$ cat src/rtl/uart_arbiter.sv
// Two-requester round-robin arbiter in front of the UART MMIO slave.
// One transaction outstanding at a time; a watchdog answers if the UART stays silent.
module uart_arbiter #(
  parameter int          TIMEOUT  = 64,
  parameter logic [31:0] ERR_DATA = 32'hDEAD_BEEF
) (
  input  logic        clk,
  input  logic        rst,
  // m0: core requester
  input  logic        m0_valid,
  output logic        m0_ready,
  input  logic        m0_write_en,
  input  logic [31:0] m0_addr,
  input  logic [31:0] m0_wdata,
  output logic        m0_rvalid,
  output logic [31:0] m0_rdata,
  // m1: debug requester
  input  logic        m1_valid,
  output logic        m1_ready,
  input  logic        m1_write_en,
  input  logic [31:0] m1_addr,
  input  logic [31:0] m1_wdata,
  output logic        m1_rvalid,
  output logic [31:0] m1_rdata,
  // toward the UART wrapper
  output logic        to_uart_valid,
  input  logic        to_uart_ready,
  output logic        to_uart_write_en,
  output logic [31:0] to_uart_addr,
  output logic [31:0] to_uart_wdata,
  input  logic        to_uart_rvalid,
  input  logic [31:0] to_uart_rdata,
  output logic        timeout_o,
  output logic        owner_o,
  output logic        busy_o
);

  typedef enum logic {S_IDLE, S_WAIT} state_t;

  // The counter holds the number of WAIT cycles already elapsed, so the
  // watchdog fires in the cycle TIMEOUT after the acceptance cycle.
  localparam logic [7:0] CNT_LAST = 8'(TIMEOUT - 1);

  state_t      state_reg, state_next;
  logic        owner_reg, owner_next;
  logic        last_reg, last_next;
  logic [7:0]  cnt_reg, cnt_next;

  logic        arb_en, gnt_valid, gnt, accept, resp_ok, resp_tmo;
  logic [1:0]  req_ready, rsp_valid;
  logic [31:0] rsp_data;

  always_comb begin
    arb_en           = !rst && ((state_reg == S_IDLE) || to_uart_rvalid);
    gnt              = (m0_valid && m1_valid) ? ~last_reg : m1_valid;
    gnt_valid        = arb_en && (m0_valid || m1_valid);
    to_uart_valid    = gnt_valid;
    to_uart_write_en = 1'b0;
    to_uart_addr     = '0;
    to_uart_wdata    = '0;
    if (gnt_valid) begin
      to_uart_write_en = gnt ? m1_write_en : m0_write_en;
      to_uart_addr     = gnt ? m1_addr     : m0_addr;
      to_uart_wdata    = gnt ? m1_wdata    : m0_wdata;
    end
    accept   = gnt_valid && to_uart_ready;
    resp_ok  = !rst && (state_reg == S_WAIT) && to_uart_rvalid;
    resp_tmo = !rst && (state_reg == S_WAIT) && !to_uart_rvalid && (cnt_reg == CNT_LAST);
    rsp_data = resp_tmo ? ERR_DATA : (resp_ok ? to_uart_rdata : 32'h0);

    state_next = state_reg;
    owner_next = owner_reg;
    last_next  = last_reg;
    cnt_next   = cnt_reg;
    if (accept) begin
      state_next = S_WAIT;
      owner_next = gnt;
      last_next  = gnt;
      cnt_next   = '0;
    end else if (resp_ok || resp_tmo) begin
      state_next = S_IDLE;
    end else if ((state_reg == S_WAIT) && (cnt_reg != CNT_LAST)) begin
      cnt_next = cnt_reg + 8'd1;
    end
  end

  // Per-requester handshake and response routing.
  genvar gi;
  generate
    for (gi = 0; gi < 2; gi++) begin : g_req
      assign req_ready[gi] = gnt_valid && (gnt == 1'(gi)) && to_uart_ready;
      assign rsp_valid[gi] = (resp_ok || resp_tmo) && (owner_reg == 1'(gi));
    end
  endgenerate

  assign m0_ready  = req_ready[0];
  assign m1_ready  = req_ready[1];
  assign m0_rvalid = rsp_valid[0];
  assign m1_rvalid = rsp_valid[1];
  assign m0_rdata  = rsp_valid[0] ? rsp_data : 32'h0;
  assign m1_rdata  = rsp_valid[1] ? rsp_data : 32'h0;
  assign timeout_o = resp_tmo;
  assign owner_o   = owner_reg;
  assign busy_o    = (state_reg == S_WAIT);

  always_ff @(posedge clk) begin
    if (rst) begin
      state_reg <= S_IDLE;
      owner_reg <= 1'b0;
      last_reg  <= 1'b1;
      cnt_reg   <= '0;
    end else begin
      state_reg <= state_next;
      owner_reg <= owner_next;
      last_reg  <= last_next;
      cnt_reg   <= cnt_next;
    end
  end

endmodule

$ cat config.mk
export PLATFORM = sky130hd
export DESIGN_NAME = uart_arbiter
export DESIGN_NICKNAME = d
export VERILOG_FILES = /design/src/rtl/uart_arbiter.sv
export SDC_FILE = /design/constraint.sdc
export NUM_CORES = 1
export LEC_CHECK = 0
export ABC_AREA = 1
export BUFFER_PORTS_ARGS = -buffer_cell sky130_fd_sc_hd__buf_4
export CORE_AREA = 5 5 116 118
export CTS_CLUSTER_DIAMETER = 120
export DETAILED_ROUTE_END_ITERATION = 10
export DIE_AREA = 0 0 121 123
export MAX_ROUTING_LAYER = met4
export PLACE_DENSITY_LB_ADDON = 0.15
export SETUP_SLACK_MARGIN = 0.4
export SLEW_MARGIN = 20
export SYNTH_ARGS = -nofsm -noshare
export SYNTH_HDL_FRONTEND = slang
export SYNTH_SLANG_ARGS = --single-unit
$ cat constraint.sdc
create_clock -name clk -period 1.92 [get_ports clk]
set_input_delay 0.096 -clock clk [delete_from_list [all_inputs] [get_ports clk]]
set_output_delay 0.096 -clock clk [all_outputs]
set_load 0.03 [all_outputs]
==> impl_metrics.env <==
export IMPL_start_kind="register"
export IMPL_grt_max_degree=66
export IMPL_path_clk_slew_ns=0.04
export IMPL_timing_final_max_slew_violations=0
export IMPL_io_buffer_count=304
export IMPL_vias=4368
export IMPL_die_h_um=123
export IMPL_fin_area_mm2=0.00723
export IMPL_dpl_cell_area_mm2=0.00498
export IMPL_vias_per_cell=4.45
export IMPL_largest_reg_flops=8
export IMPL_grt_pass1_wl_um=19600
export IMPL_n_antenna_cell=0
export IMPL_detail_route_antenna_nets=0
export IMPL_globalRouteOverflowTotal=0
export IMPL_cts_tree="built"
export IMPL_clock_sinks=11
export IMPL_ys_ff_latch=11
export IMPL_die_area_mm2=0.0149
export IMPL_crit_type="register to primary output"
export IMPL_tns_ns=0
export IMPL_wl_per_cell_um=17.0
export IMPL_p_leak_nw=3.94
export IMPL_hp_class="input port to register"
export IMPL_start_util=0.183
export IMPL_preCtsSetupSlack_ns=0.247
export IMPL_root_buffer="clkbuf_16"
export IMPL_holdPathStages=3
export IMPL_final_hold_violation_count=0
export IMPL_setup_slack_ns=0.179
export IMPL_avgSynthCellArea_um2=4.74
export IMPL_grt_pass1_vias=3959
export IMPL_cts_buffers=3
export IMPL_drive_gt1_frac=0.731
export IMPL_ir_worst_vdd_v=0.000185
export IMPL_crit_required_ns=1.82
export IMPL_reg2reg_depth=8
export IMPL_area_delta_synth_final_pct=220
export IMPL_die_w_um=121
export IMPL_power_density_mw_per_mm2=300
export IMPL_layoutNonFillerInstCount=981
export IMPL_yosysSeqAreaShare=0.0976
export IMPL_yosysWarnings=0
export IMPL_relSlewSlack=0.795
export IMPL_clk_latency_ns=0.24
export IMPL_cts_buffer_depth=2
export IMPL_syn_nets=645
export IMPL_fillers=1055
export IMPL_worstMarginPinSlew_ns=0.306
export IMPL_finalSetupViolCount=0
export IMPL_endpoint_kind="primary output"
export IMPL_drt_iter0_markers=132
export IMPL_cts_htree_levels=1
export IMPL_gr_usage_all_layers=0.167
export IMPL_drt_first_pass_iters=5
export IMPL_crit_arrival_ns=1.65
export IMPL_postCtsHoldBufs=0
export IMPL_max_cap_violations=0
export IMPL_status="complete, no violations"
export IMPL_dp_hpwl_um=10500
export IMPL_nNetsFinal=979
export IMPL_place_gp_congestion=0.867
export IMPL_dp_cells=934
export IMPL_antenna_found_initial=0
export IMPL_rsz0062_at_grt="yes"
export IMPL_worstPathMaxFanout=6
export IMPL_synth_cells=476
export IMPL_fin_skew_ns=0.00191
export IMPL_routed_wl_um=16700
export IMPL_fin_crit_ns=1.74
export IMPL_fp_row_count=41
export IMPL_core_area_mm2=0.0124
export IMPL_maxClockFrequency_mhz=574
export IMPL_synth_area_mm2=0.00226
export IMPL_drc_errors=0
export IMPL_pin_count=305
export IMPL_layout_worst_path_cycle_share=0.907
export IMPL_synth_distinct_cells=21
export IMPL_p_total_mw=2.17
-- placed cells by master, fill, tap and decap left out, types with 4 or more instances in the layout --
master	instances
inv_1	53
nand2_4	65
dfxtp_4	4
nor2_4	56
nand2_1	65
buf_16	4
clkbuf_16	16
nand2_2	75
nand3_1	66
buf_4	196
nand2_8	5
dfxtp_2	6
nor2_1	17
buf_12	12
buf_6	127
a21oi_1	8
inv_2	8
-- cells in the mapped netlist, drive strengths merged --
cell	number	share of area
nand3b	1	0.0033
nand2	207	0.36
o21ai	3	0.0066
xor2	1	0.0039
nand3	72	0.16
ha	1	0.0055
buf	22	0.063
clkbuf	7	0.012
nor2	75	0.15
clkinv	1	0.0017
xnor2	2	0.0078
dfxtp	11	0.098
a21oi	9	0.020
inv	64	0.11
-- per-stage QoR --
stage / util / hold slack, ns
after global placement: 0.403 / 0.356
after floorplan: - / 0.241
after detailed placement: 0.403 / 0.376
after CTS: 0.451 / 0.129
after global routing: 0.585 / 0.174
final: 0.585 / 0.143
-- timing repair --
item / 4_1_cts / 5_1_grt
pin swaps: 9 / 79
resized for setup: 81 / 340
endpoints found under the setup margin: 131 / 143
setup buffers: 9 / 11
cloned: 5 / 18
-- worst paths after layout --
path | start | end | slack, ns
worst max-delay path | cnt_reg[0] | m0_rdata[3] | 0.18
worst min-delay path | m1_valid | owner_o | 0.14
worst max register to register | busy_o | cnt_reg[4] | 0.56
worst min register to register | cnt_reg[7] | cnt_reg[7] | 0.50
-- routing by layer --
layer / vias up / global-route usage / share of wire
li1: 2109 / - / -
met1: 1994 / 0.182 / 0.36
met2: 234 / 0.316 / 0.54
met3: 31 / 0.0233 / 0.076
met4: 0 / 0.0475 / 0.026
met5: - / - / 0
-- logic make-up (layout without fill, tap and decap cells) --
logic type                 after synthesis  count (layout)  synth area share
adders and majority gates                1               1           0.00554
buffers and inverters                   94             424             0.182
xor gates and xnor gates                 3               3            0.0116
AOI/OAI and AO/OA                       12              12            0.0266
and+or+nand+nor                        355             358             0.676
DFF                                     11              11            0.0976
-- power by group --
group / switching (mW) / internal, mW / leakage (nW)
registers: 0.00948 / 0.233 / 0.0953
clock network: 0.102 / 0.279 / 0.0382
logic: 0.819 / 0.723 / 3.80
-- layout make-up --
class,instances,area [µm²],share of cell area
clock buffers,4,78.8,0.0109
well taps,172,215,0.0298
inverters,65,282,0.0389
flip-flops and latches,11,243,0.0336
repair buffers,355,3620,0.501
multi-input cells,374,2790,0.386
-- worst max-delay path, cell delays in order, from the launching register on --
cell,delay (ns)
dfxtp_4,0.35
ha_4,0.14
nand3_4,0.08
nor2_4,0.11
nand2_4,0.07
nand2_4,0.10
buf_12,0.16
nand2_8,0.11
nor2_4,0.11
buf_6,0.14
No activity file was read; power rests on OpenSTA's default activity.
